$ cat config.mk
export PLATFORM = sky130hd
export DESIGN_NAME = mar_addr_seq_flat
export DESIGN_NICKNAME = d
export VERILOG_FILES = /design/src/rtl/mar_addr_seq_pkg.sv /design/src/rtl/mar_addr_seq_if.sv /design/src/rtl/mar_addr_seq_vec_ext.sv /design/src/rtl/mar_addr_seq.sv /design/src/flat_wrapper.sv
export SDC_FILE = /design/constraint.sdc
export NUM_CORES = 1
export LEC_CHECK = 0
export CAP_MARGIN = 20
export CORE_MARGIN = 1
export CORE_UTILIZATION = 30
export CTS_CLUSTER_DIAMETER = 120
export DETAILED_ROUTE_END_ITERATION = 8
export PLACE_DENSITY = 0.72
export SYNTH_ARGS = -nofsm -noshare
export SYNTH_HDL_FRONTEND = slang
export SYNTH_SLANG_ARGS = --single-unit
$ cat constraint.sdc
create_clock -name clk -period 1.6 [get_ports clk]
set_clock_uncertainty 0.1 [all_clocks]
set_input_delay 0.32 -clock clk [delete_from_list [all_inputs] [get_ports clk]]
set_output_delay 0.32 -clock clk [all_outputs]
set_load 0.01 [all_outputs]
$ cat src/rtl/mar_addr_seq_pkg.sv
// Shared encodings for the MAR address sequencer: source selects, FSM states,
// and the default interrupt vector table base.
package mar_addr_seq_pkg;

  typedef enum logic [1:0] {
    MAR_SEL_EAB  = 2'd0,
    MAR_SEL_TRAP = 2'd1,
    MAR_SEL_INT  = 2'd2,
    MAR_SEL_HOLD = 2'd3
  } mar_sel_e;

  typedef enum logic {
    ST_IDLE = 1'b0,
    ST_REQ  = 1'b1
  } seq_state_e;

  localparam int DEF_INT_BASE = 'h0100;

endpackage

$ cat src/rtl/mar_addr_seq_if.sv
// Memory request bus between the address sequencer (master) and memory (slave).
interface mar_addr_seq_if #(
  parameter int ADDR_W = 16
) ();

  logic [ADDR_W-1:0] mar;
  logic              mem_req;
  logic              mem_ack;

  modport master (output mar, output mem_req, input mem_ack);
  modport slave  (input mar, input mem_req, output mem_ack);

endinterface

$ cat src/rtl/mar_addr_seq_vec_ext.sv
// Widens an IR vector field to a full address, zero- or sign-extending it.
module mar_vec_ext #(
  parameter int VEC_W    = 8,
  parameter int ADDR_W   = 16,
  parameter bit VEC_SEXT = 1'b0
) (
  input  logic [VEC_W-1:0]  i_vec,
  output logic [ADDR_W-1:0] o_addr
);

  logic w_fill;

  assign w_fill = VEC_SEXT ? i_vec[VEC_W-1] : 1'b0;
  assign o_addr = {{(ADDR_W-VEC_W){w_fill}}, i_vec};

endmodule

$ cat src/rtl/mar_addr_seq.sv
// MAR source mux plus single/burst request sequencer; MAR post-increments on
// every accepted beat except the last, so it holds the final beat address.
module mar_addr_seq
  import mar_addr_seq_pkg::*;
#(
  parameter int                ADDR_W   = 16,
  parameter int                VEC_W    = 8,
  parameter bit                VEC_SEXT = 1'b0,
  parameter logic [ADDR_W-1:0] INT_BASE = ADDR_W'(DEF_INT_BASE),
  parameter int                BURST_W  = 3
) (
  input  logic               clk,
  input  logic               rst_n,
  input  logic [VEC_W-1:0]   i_ir_vec,
  input  logic [VEC_W-1:0]   i_int_vec,
  input  logic [ADDR_W-1:0]  i_eab,
  input  logic [1:0]         i_sel,
  input  logic [BURST_W-1:0] i_burst_len,
  input  logic               i_start,
  input  logic               i_abort,
  mar_addr_seq_if.master     mem,
  output logic               o_busy,
  output logic               o_done,
  output logic               o_overrun
);

  seq_state_e          r_state,     w_state_nxt;
  logic [ADDR_W-1:0]   r_mar,       w_mar_nxt;
  logic [BURST_W-1:0]  r_remaining, w_remaining_nxt;
  logic                r_done,      w_done_nxt;
  logic                r_overrun,   w_overrun_nxt;
  logic [ADDR_W-1:0]   w_trap_addr;
  logic [ADDR_W-1:0]   w_int_addr;
  logic [ADDR_W-1:0]   w_src;

  mar_vec_ext #(
    .VEC_W    (VEC_W),
    .ADDR_W   (ADDR_W),
    .VEC_SEXT (VEC_SEXT)
  ) u_vec_ext (
    .i_vec  (i_ir_vec),
    .o_addr (w_trap_addr)
  );

  // Interrupt vector table entry wraps modulo 2**ADDR_W.
  assign w_int_addr = INT_BASE + {{(ADDR_W-VEC_W){1'b0}}, i_int_vec};

  always_comb begin
    w_src = r_mar;
    unique case (mar_sel_e'(i_sel))
      MAR_SEL_EAB:  w_src = i_eab;
      MAR_SEL_TRAP: w_src = w_trap_addr;
      MAR_SEL_INT:  w_src = w_int_addr;
      MAR_SEL_HOLD: w_src = r_mar;
    endcase
  end

  always_comb begin
    w_state_nxt     = r_state;
    w_mar_nxt       = r_mar;
    w_remaining_nxt = r_remaining;
    w_done_nxt      = 1'b0;
    w_overrun_nxt   = 1'b0;
    unique case (r_state)
      ST_IDLE: begin
        if (i_start) begin
          w_mar_nxt       = w_src;
          w_remaining_nxt = (i_burst_len == '0) ? BURST_W'(1) : i_burst_len;
          w_state_nxt     = ST_REQ;
        end
      end
      ST_REQ: begin
        w_overrun_nxt = i_start;
        // Abort takes priority: a coincident ack is treated as not accepted.
        if (i_abort) begin
          w_state_nxt = ST_IDLE;
        end else if (mem.mem_ack) begin
          if (r_remaining > BURST_W'(1)) begin
            w_mar_nxt       = r_mar + ADDR_W'(1);
            w_remaining_nxt = r_remaining - BURST_W'(1);
          end else begin
            w_state_nxt = ST_IDLE;
            w_done_nxt  = 1'b1;
          end
        end
      end
    endcase
  end

  always_ff @(posedge clk or negedge rst_n) begin
    if (!rst_n) begin
      r_state     <= ST_IDLE;
      r_mar       <= '0;
      r_remaining <= '0;
      r_done      <= 1'b0;
      r_overrun   <= 1'b0;
    end else begin
      r_state     <= w_state_nxt;
      r_mar       <= w_mar_nxt;
      r_remaining <= w_remaining_nxt;
      r_done      <= w_done_nxt;
      r_overrun   <= w_overrun_nxt;
    end
  end

  assign mem.mar     = r_mar;
  assign mem.mem_req = (r_state == ST_REQ);
  assign o_busy      = (r_state == ST_REQ);
  assign o_done      = r_done;
  assign o_overrun   = r_overrun;

endmodule

$ cat src/flat_wrapper.sv
// flat-port wrapper written by rule: the top's interface ports become plain ports
module mar_addr_seq_flat import mar_addr_seq_pkg::*;
#(
  parameter int                ADDR_W   = 16,
  parameter int                VEC_W    = 8,
  parameter bit                VEC_SEXT = 1'b0,
  parameter logic [ADDR_W-1:0] INT_BASE = ADDR_W'(DEF_INT_BASE),
  parameter int                BURST_W  = 3
)
  (clk, rst_n, i_ir_vec, i_int_vec, i_eab, i_sel, i_burst_len, i_start, i_abort, o_busy, o_done, o_overrun, mem_mar, mem_mem_req, mem_mem_ack);
  mar_addr_seq_if #(.ADDR_W(ADDR_W)) mem_i ();
  input  logic clk;
  input  logic rst_n;
  input  logic [VEC_W-1:0] i_ir_vec;
  input  logic [VEC_W-1:0] i_int_vec;
  input  logic [ADDR_W-1:0] i_eab;
  input  logic [1:0] i_sel;
  input  logic [BURST_W-1:0] i_burst_len;
  input  logic i_start;
  input  logic i_abort;
  output logic o_busy;
  output logic o_done;
  output logic o_overrun;
  output wire logic [$bits(mem_i.mar)-1:0] mem_mar;
  output wire logic [$bits(mem_i.mem_req)-1:0] mem_mem_req;
  input wire logic [$bits(mem_i.mem_ack)-1:0] mem_mem_ack;
  assign mem_mar = mem_i.mar;
  assign mem_mem_req = mem_i.mem_req;
  assign mem_i.mem_ack = mem_mem_ack;
  mar_addr_seq #(.ADDR_W(ADDR_W), .VEC_W(VEC_W), .VEC_SEXT(VEC_SEXT), .INT_BASE(INT_BASE), .BURST_W(BURST_W)) u_core (.clk(clk), .rst_n(rst_n), .i_ir_vec(i_ir_vec), .i_int_vec(i_int_vec), .i_eab(i_eab), .i_sel(i_sel), .i_burst_len(i_burst_len), .i_start(i_start), .i_abort(i_abort), .mem(mem_i), .o_busy(o_busy), .o_done(o_done), .o_overrun(o_overrun));
endmodule
==> metrics.md <==
| Metric | Value |
|---|---|
| Status | `complete, but fails checks` |
| Failing checks | `negative setup slack` |
| First-pass GRT wire length | `8.176 mm` |
| Number of failing hold endpoints at the final stage | `0` |
| Worst vdd ir | `0.0004454 V` |
| Maximum number of pins on one net before global-route repair | `23` |
| Sequential area share after synthesis | `35.17%` |
| Routability cong. | `0.8631` |
| Number of synthesized flops with an enable pin | `0` |
| Detailed Route Iter0 Violations | `138` |
| Highest fanout seen on the critical path | `6` |
| Buffer cell driving the clock tree root | `sky130_fd_sc_hd__clkbuf_8` |
| H-Tree Level Count | `1` |
| Critical path required time | `1.69 ns` |
| Cell area after synthesis | `1565 µm²` |
| Power density over cell area | `1331 nW/µm²` |
| Count of port buffers added during placement | `61` |
| Clock insertion delay at the later pin of the skew report | `0.28 ns` |
| Via count of the first global-routing pass | `1768` |
| Count of distinct cell types in the synthesized netlist | `49` |
| Synthesized instance count | `184` |
| DRC violation count after routing | `0` |
| Proportion of synthesized flip-flops having asynchronous set or reset | `100.0%` |
| Max-cap viol count | `0` |
| Routed wire length | `5.273 mm` |
| Chain of cells forming the critical path | `ha_2 > and3_4 > and4_4 > nand3_2 > xor2_1 > a221oi_2` |
| DR vias/cell | `5.221` |
| Global-route total usage across every layer | `19.28%` |
| Num CTS Buffers | `3` |
| Leakage | `1.375 nW` |
| Die Footprint | `5510 µm²` |
| Crit-path slowest cell | `sky130_fd_sc_hd__dfrtp_1` |
| Deepest clock path buffer count | `2` |
| Area delta synth->final | `85.69%` |
| Initial DRT Pass Iterations | `4` |
| Worst Hold Margin | `0.2882 ns` |
| Flip-flop cell with the highest count after synthesis | `sky130_fd_sc_hd__dfrtp_1` |
| Type of element launching the critical path | `register` |
| Antenna Violating Nets Remaining | `0` |
| Number of placed instances with taps included | `340` |
| Post-layout worst setup margin | `-0.09674 ns` |
| Die height | `74.23 µm` |
| TritonCTS clock tree | `built` |
| Die width | `74.23 µm` |
| Final setup violation count | `4` |
| Max_slew headroom | `80.33%` |
| Post-detailed-placement half-perimeter wirelength | `3.611 mm` |
| Row count | `25` |
| Final total negative setup slack | `-0.2092 ns` |
| Highest clock rate | `589.4 MHz` |
| Final period demand of the worst path | `1.697 ns` |
| Crit path arrival time | `1.79 ns` |
| Final Slew Violations | `0` |
| Critical path's largest stage delay | `0.39 ns` |
| Via count | `1911` |
| Post-layout net count | `347` |
| Number of antenna cells inserted | `0` |
| Yosys Warn Count | `0` |
| FF+latch count, synth | `22` |
| Number of sinks handled by clock tree synthesis | `22` |
| Worst min-delay path category | `in2async` |
| Initial Utilization | `32.08%` |
| Fill cell total of the finished layout | `429` |
| Unrepaired setup endpoints after global routing | `yes` |
| IO Pins | `62` |
| Floorplan core area | `4880 µm²` |
| Overall power after layout | `3.869 mW` |
| Critical path endpoint category | `register` |
| Leading cell types in the layout, fill and taps excluded | `sky130_fd_sc_hd__buf_4 (53), sky130_fd_sc_hd__clkdlybuf4s50_1 (39), sky130_fd_sc_hd__nand2_1 (22), sky130_fd_sc_hd__dfrtp_1 (18), sky130_fd_sc_hd__dlymetal6s2s_1 (11)` |
| Classification of the worst setup path | `reg2reg` |
| Fraction of the cycle the final worst path needs | `106.0%` |
| Crit-path leading delay family | `simple AND/OR/NAND/NOR gates` |
| Number of antenna violations at the first check in global routing | `0` |
| Worst-path clk slew | `0.08 ns` |
| Fraction of layout cells with a size suffix above 1 | `35.12%` |
| Per-cell routed wire length | `14.41 µm` |
| Buffer and inverter count on the worst path | `0` |
| Number of standard cells in the layout, taps in and fillers out | `366` |
| Global route overflow | `0` |
| Mapped Nets | `231` |
| Most common cell after layout, fill and taps aside | `sky130_fd_sc_hd__buf_4` |
| Transition time at the pin with the least slew margin | `0.2951 ns` |
| Average cell area after synthesis | `8.507 µm²` |
| Number of hold-repair buffers added at the cts stage | `0` |
## cell families (layout without fill, tap and decap cells)
| logic type | count (synthesis) | after routing | synth area share (%) |
|---|---|---|---|
| DFF | 22 | 22 | 35.17 |
| AOI/OAI and AO/OA | 60 | 60 | 26.38 |
| buffers and inverters | 20 | 135 | 5.995 |
| adders and majority gates | 5 | 5 | 3.997 |
| muxes | 3 | 3 | 1.998 |
| xor gates and xnor gates | 1 | 1 | 0.5597 |
| and+or+nand+nor | 73 | 73 | 25.90 |
## metal layers
layer | GRT usage [%] | vias up | routed length [µm]
li1 | - | 923 | -
met1 | 23.96 | 888 | 2114
met2 | 33.94 | 91 | 2636
met3 | 3.659 | 9 | 435
met4 | 5.660 | 0 | 87
met5 | 0 | - | 0
## metrics by stage
step           instance area, µm²  util (%)  worst slack, ns
6_report                     2907     59.56         -0.09674
5_1_grt                      2907     59.56          -0.1349
4_1_cts                      2730     55.95         -0.09844
3_5_place_dp                 2512     51.49          -0.5378
3_3_place_gp                 2512     51.49          -0.5029
2_1_floorplan                1574         -          -0.1584
## flip-flops by register name, summed over array words and instances, names as in the netlist
register / flops
u_core.mem.mar: 16
u_core.mem.mem_req: 1
u_core.o_done: 1
u_core.o_overrun: 1
u_core.r_remaining: 3
## where the power goes
group	internal (mW)	total [mW]	switching (mW)
Sequential	0.805	0.982	0.177
Clock	0.221	0.419	0.198
Combinational	1.32	2.47	1.15
Total	2.34	3.87	1.52
## area by class of cell
| type | instances | area [µm²] | area share (%) |
|---|---|---|---|
| Clock buffer | 4 | 55.05 | 1.894 |
| Inverter | 8 | 30.03 | 1.033 |
| Multi-Input combinational cell | 142 | 1055 | 36.29 |
| Sequential cell | 22 | 555.5 | 19.11 |
| Tap cell | 67 | 83.83 | 2.884 |
| Timing Repair Buffer | 123 | 1127 | 38.79 |
## Yosys cell counts (2+ instances only)
cell,instances,area [µm²]
sky130_fd_sc_hd__a211oi_1,2,15.01
sky130_fd_sc_hd__nor2_1,12,45.04
sky130_fd_sc_hd__o21ai_0,15,75.07
sky130_fd_sc_hd__nand3_1,7,35.03
sky130_fd_sc_hd__nand4_1,4,25.02
sky130_fd_sc_hd__dfrtp_1,22,550.5
sky130_fd_sc_hd__and2_1,2,12.51
sky130_fd_sc_hd__o211ai_1,6,45.04
sky130_fd_sc_hd__nand3b_1,2,15.01
sky130_fd_sc_hd__buf_4,4,30.03
sky130_fd_sc_hd__nand2_1,24,90.09
sky130_fd_sc_hd__inv_1,8,30.03
sky130_fd_sc_hd__a32oi_1,4,35.03
sky130_fd_sc_hd__a21oi_1,9,45.04
sky130_fd_sc_hd__and4_1,2,17.52
sky130_fd_sc_hd__clkbuf_1,5,18.77
sky130_fd_sc_hd__mux2i_1,2,20.02
sky130_fd_sc_hd__a22oi_1,8,60.06
sky130_fd_sc_hd__o22ai_1,2,12.51
sky130_fd_sc_hd__a21o_1,2,15.01
sky130_fd_sc_hd__buf_2,3,15.01
sky130_fd_sc_hd__ha_1,5,62.56
sky130_fd_sc_hd__nor3_1,8,40.04
## worst register-to-register path: cells and delay by family (launching register included)
| kind | cells | cell delay (ns) |
|---|---|---|
| simple gates | 3 | 0.53 |
| flops | 1 | 0.39 |
| compound gates | 1 | 0.23 |
| fa+ha+maj | 1 | 0.19 |
| xor+xnor | 1 | 0.15 |
## what timing repair did
item                       in CTS  in global routing
buffers inserted               15                  7
pin swaps                       5                 15
setup endpoints to repair      36                 28
resized for setup              31                 45
## path summary, 6_finish.rpt
check                                                        from                                end  slack [ns]  cells past startpoint
worst max-delay path                u_core.mem.mar[1]$_DFFE_PN0P_     u_core.mem.mar[12]$_DFFE_PN0P_        -0.1                      6
worst min-delay path                                        rst_n            u_core.o_done$_DFF_PN0_        0.29                      2
worst max register to register      u_core.mem.mar[1]$_DFFE_PN0P_     u_core.mem.mar[12]$_DFFE_PN0P_        -0.1                      6
worst min register to register  u_core.r_remaining[0]$_DFFE_PN0P_  u_core.r_remaining[0]$_DFFE_PN0P_        0.37                      1
max in group asynchronous                                   rst_n      u_core.mem.mar[7]$_DFFE_PN0P_        0.86                      2
min in group clk                u_core.r_remaining[0]$_DFFE_PN0P_  u_core.r_remaining[0]$_DFFE_PN0P_        0.37                      1
No activity file was read; power rests on OpenSTA's default activity.
==> RTL edit 1 (same flow settings) <==
Reset style: synchronous (`rst_n`), changed in one clocked block.
--- a/src/rtl/mar_addr_seq.sv
+++ b/src/rtl/mar_addr_seq.sv
@@ -87,7 +87,7 @@
     endcase
   end
 
-  always_ff @(posedge clk or negedge rst_n) begin
+  always_ff @(posedge clk) begin
     if (!rst_n) begin
       r_state     <= ST_IDLE;
       r_mar       <= '0;
Formal check against the unedited RTL: differs if rst_n is asserted again (counterexample within 4 cycles, from zero or initial values and one cycle with rst_n low); with rst_n held inactive, the same outputs for 10 cycles.
==> RTL edit 1 against the original RTL <==
- the run still ends with setup timing left
- wire length is 1.0% higher
- largest cell class is now multi-input combinational cells
- worst setup slack better by 1.9 ps
- highest routed layer unchanged
- sequential cell count stayed put
- cell count is 1.6% higher
- final area is 4.3% lower
- area after synthesis is 0.16% lower
- critical path type unchanged
Power is not compared: it rests on default switching activity, and its combinational part moved more than twofold at a synthesized area within 25%.
==> RTL edit 1: results (changes against the original RTL) <==
Status: finished, violations left
Failing checks: setup timing
Clock root buffer: clkbuf_8
Post CTS Setup Buffer Count: 5 (-10)
Setup tns final: -237 ps (-28.0 ps)
Post-synth ARST share: 0 (-1.00)
Seq/Total Area, Yosys: 0.282 (-0.0699)
First-pass GRT wire length: 8670 um (+6.1%)
Gpl congestion: 0.856 (-0.85%)
Finished Layout Cells: 372 (+1.6%)
Hold WC Path Type: in -> reg
Total GRT Usage: 0.203 (+0.00968)
Setup slack at placement: -735 ps (-197 ps)
Reg power frac: 0.373
Synthesized Nets: 252 (+9.1%)
Worst hold slack: 318 ps (+30.1 ps)
Nets: 354 (+2.0%)
Synth cell count leaders: dfxtp_1, nand2_1, a21oi_1
Port Buffers: 61 (unchanged)
Crit-path max FO: 5 (-1)
Final WS setup: -94.9 ps (+1.85 ps)
DR vias/cell: 5.44 (+4.3%)
Final setup violation count: 7 (+3)
RR Endpoint: u_core.mem.mar[0]
Latest clock arrival within the worst-skew pair: 270 ps
HPWL after DPL: 3950 um (+9.3%)
DR iter-0 viols: 121 (-12%)
Share of cells above drive strength 1: 0.331 (-0.0200)
Largest net degree at the start of global routing: 24 (+4.3%)
Dpl cells: 362 (+6.5%)
Syn avg cell area: 7.66 um2 (-9.9%)
Vias in the first global route: 1,904 (+7.7%)
LEAKAGE: 1.14 nW
VDD IR max: 0.000348 V
Tightest Pin Transition: 328 ps (+32.5 ps)
Post-DP Area: 2600 um2 (+3.6%)
FF-to-FF Start: u_core.mem.mem_req
DR WL/cell: 14.3 um (-0.61%)
CTS-repair resized insts: 51 (+65%)
Ranking of synthesized cells by area: dfxtp_1, ha_1, nand2_1, a21oi_1, nand3_1
==> RTL edit 1: final cells by class <==
type	instances	area, um2
fillers	473	2100
multi-input cells	160	1160
repair buffers	112	996
flip-flops and latches	22	462
well taps	67	83.8
clock buffers	4	55.1
inverters	7	26.3
==> RTL edit 1: routing by layer <==
layer  routed length, um  global-route usage  vias up  share of wire
li1                    -                   -      996              -
met1                2350               0.264      932           0.44
met2                2440               0.324       85           0.46
met3                 417              0.0325       12          0.078
met4                 116               0.100        0          0.022
met5                   0                   0        -              0
==> RTL edit 1: kinds of logic (layout without fill, tap and decap cells) <==
logic type / Yosys count / after routing / synth area share
and+or+nand+nor: 77 / 77 / 0.259
AOI/OAI and AO/OA: 76 / 76 / 0.344
DFF: 22 / 22 / 0.282
buffers and inverters: 22 / 123 / 0.0592
adders and majority gates: 6 / 6 / 0.0480
muxes: 1 / 1 / 0.00721
==> RTL edit 1: critical path, stage by stage (launching register included) <==
cell	delay, ps
dfxtp_4	370
or3b_4	400
a22o_4	290
or3_1	320
a31oi_1	140
==> RTL edit 2 (same flow settings) <==
Without the edit above. `BURST_W` is set to 3 in 2 places; all go to 6.
--- a/src/rtl/mar_addr_seq.sv
+++ b/src/rtl/mar_addr_seq.sv
@@ -7,7 +7,7 @@
   parameter int                VEC_W    = 8,
   parameter bit                VEC_SEXT = 1'b0,
   parameter logic [ADDR_W-1:0] INT_BASE = ADDR_W'(DEF_INT_BASE),
-  parameter int                BURST_W  = 3
+  parameter int                BURST_W  = 6
 ) (
   input  logic               clk,
   input  logic               rst_n,
--- a/src/flat_wrapper.sv
+++ b/src/flat_wrapper.sv
@@ -5,7 +5,7 @@
   parameter int                VEC_W    = 8,
   parameter bit                VEC_SEXT = 1'b0,
   parameter logic [ADDR_W-1:0] INT_BASE = ADDR_W'(DEF_INT_BASE),
-  parameter int                BURST_W  = 3
+  parameter int                BURST_W  = 6
 )
   (clk, rst_n, i_ir_vec, i_int_vec, i_eab, i_sel, i_burst_len, i_start, i_abort, o_busy, o_done, o_overrun, mem_mar, mem_mem_req, mem_mem_ack);
   mar_addr_seq_if #(.ADDR_W(ADDR_W)) mem_i ();
Interface: changed (resized i_burst_len); port bits go from 62 to 65. The function was not compared with the original's and may differ.
==> RTL edit 2 against the original RTL <==
- the run still ends with setup timing left
- area after synthesis increased by 18%
- final area grew 15%
- power up 17%
- synthesized cell count rose by 21%
- worst setup slack got worse by 190 ps
- sequential cell count is 3 higher
- utilization decreased by 3.0 points
- cell count grew 16%
- non-clock buffer count rose by 15
- sequential power increased by 16%
- wire length up 17%
- count of clock-buffer cells in the layout is the same
- critical endpoint is now u_core.mem.mar[2]
- highest routed layer unchanged
==> RTL edit 2: results (changes against the original RTL) <==
Seq/Total Area, Yosys: 0.340 (-0.0116)
Largest net degree at the start of global routing: 26 (+13%)
Top Family by Delay on Critical Path: compound AO/OA/AOI/OAI gates
VDD IR max: 0.000546 V (+23%)
Share of cells above drive strength 1: 0.316 (-0.0349)
Max Fclk: 531 MHz (-9.9%)
Hold WC Path Type: in -> reg
Clock group power: 0.385 mW (-8.1%)
Latest clock arrival within the worst-skew pair: 270 ps
Cells after synthesis: 223 (+21%)
Total GRT Usage: 0.198 (+0.00468)
Tightest Pin Transition: 347 ps (+52.0 ps)
Synthesis warning total: 0 (unchanged)
Top FF cell, synth: dfrtp_1
Synth cell count leaders: dfrtp_1, nor2_1, nand2_1
Final WS setup: -283 ps (-186 ps)
Netlist cell types: 48 (-2.0%)
DRT Pass-1 Iters: 4 (unchanged)
Crit-path max FO: 5 (-1)
DR WL/cell: 14.4 um (+0.16%)
Gpl congestion: 0.890 (+3.1%)
Port Buffers: 64 (+4.9%)
Clock transition at the registers of the reported paths: 90 ps
Switching Share: 0.401 (+0.00652)
H-tree depth: 1 (unchanged)
DRT Wirelength: 6150 um (+17%)
DR vias/cell: 5.41 (+3.7%)
Setup tns final: -4280 ps (-4070 ps)
Slowest CP cell: or3_4
Initial antenna violation count: 0 (unchanged)
Vias in the first global route: 2,205 (+25%)
Synthesized Nets: 274 (+19%)
Post-synth ARST share: 1.00 (unchanged)
DR iter-0 viols: 171 (+24%)
Sequential logic power: 1.14 mW (+16%)
Comb. pwr: 3.02 mW (+22%)
Setup slack at placement: -711 ps (-174 ps)
Worst path arrival time: 1950 ps (+160 ps)
TritonCTS buffer count: 3 (unchanged)
LEAKAGE: 1.48 nW (+7.5%)
Ranking of synthesized cells by area: dfrtp_1, ha_1, nor2_1, nor3_1, nand2_1
CP peak stage delay: 420 ps (+30 ps)
Post-DP Area: 3020 um2 (+20%)
HPWL after DPL: 4570 um (+27%)
# diodes: 0 (unchanged)
Nets: 403 (+16%)
Max Root-Sink Buffers: 2 (unchanged)
First-pass GRT wire length: 9890 um (+21%)
Max FFs per register: 16 (unchanged)
Status: finished, violations left
Final setup violation count: 21 (+17)
Failing checks: setup timing
Clock root buffer: clkbuf_8
-- RTL edit 2: cell types whose count changed in the layout (fill, tap and decap cells not counted), moves of 5 or more --
cell	delta
and3_1	+5
buf_4	+8
dlygate4sd2_1	+5
nand2b_1	+5
nor2_1	+8
nor3_1	+6
o21ai_1	-5
-- RTL edit 2: repair_timing --
item	in CTS	in global routing
setup buffers	13	7
gates resized for setup	36	23
pin swaps	10	13
setup endpoints to repair	38	30
-- RTL edit 2: area by class of cell --
cell class,count,area (um2)
inverter,8,30.0
tap,75,93.8
sequential,25,632
clock buffer,4,45.0
timing repair buffer,138,1260
fill,525,2570
multi-input combinational,176,1280
-- RTL edit 2: kinds of logic after synthesis --
kind of cell	share of synthesized area
AO/OA/AOI/OAI	0.255
multiplexers	0.0116
flip-flops	0.340
buffers and inverters	0.0476
adder cells (fa/ha/maj)	0.0408
AND/OR/NAND/NOR	0.305
-- RTL edit 2: routing by layer --
metal  GRT usage  routed length (um)  vias up  part of all wire
li1            -                   -     1119                 -
met3      0.0307                 399       13             0.065
met4      0.0625                 102        0             0.017
met5           0                   0        -                 0
met1       0.246                2670     1081              0.43
met2       0.346                2980       93              0.48
-- RTL edit 2: worst paths after layout --
kind | start | to | slack, ps | cells past startpoint
setup / recovery | u_core.r_remaining[4] | u_core.mem.mar[2] | -280 | 5
hold / removal | i_abort | u_core.o_done | 250 | 3
min in group asynchronous | rst_n | u_core.mem.mar[6] | 320 | 2
setup reg to reg | u_core.r_remaining[4] | u_core.mem.mar[2] | -280 | 5
hold reg to reg | u_core.mem.mar[5] | u_core.mem.mar[5] | 540 | 3
max in group asynchronous | rst_n | u_core.mem.mar[1] | 800 | 2
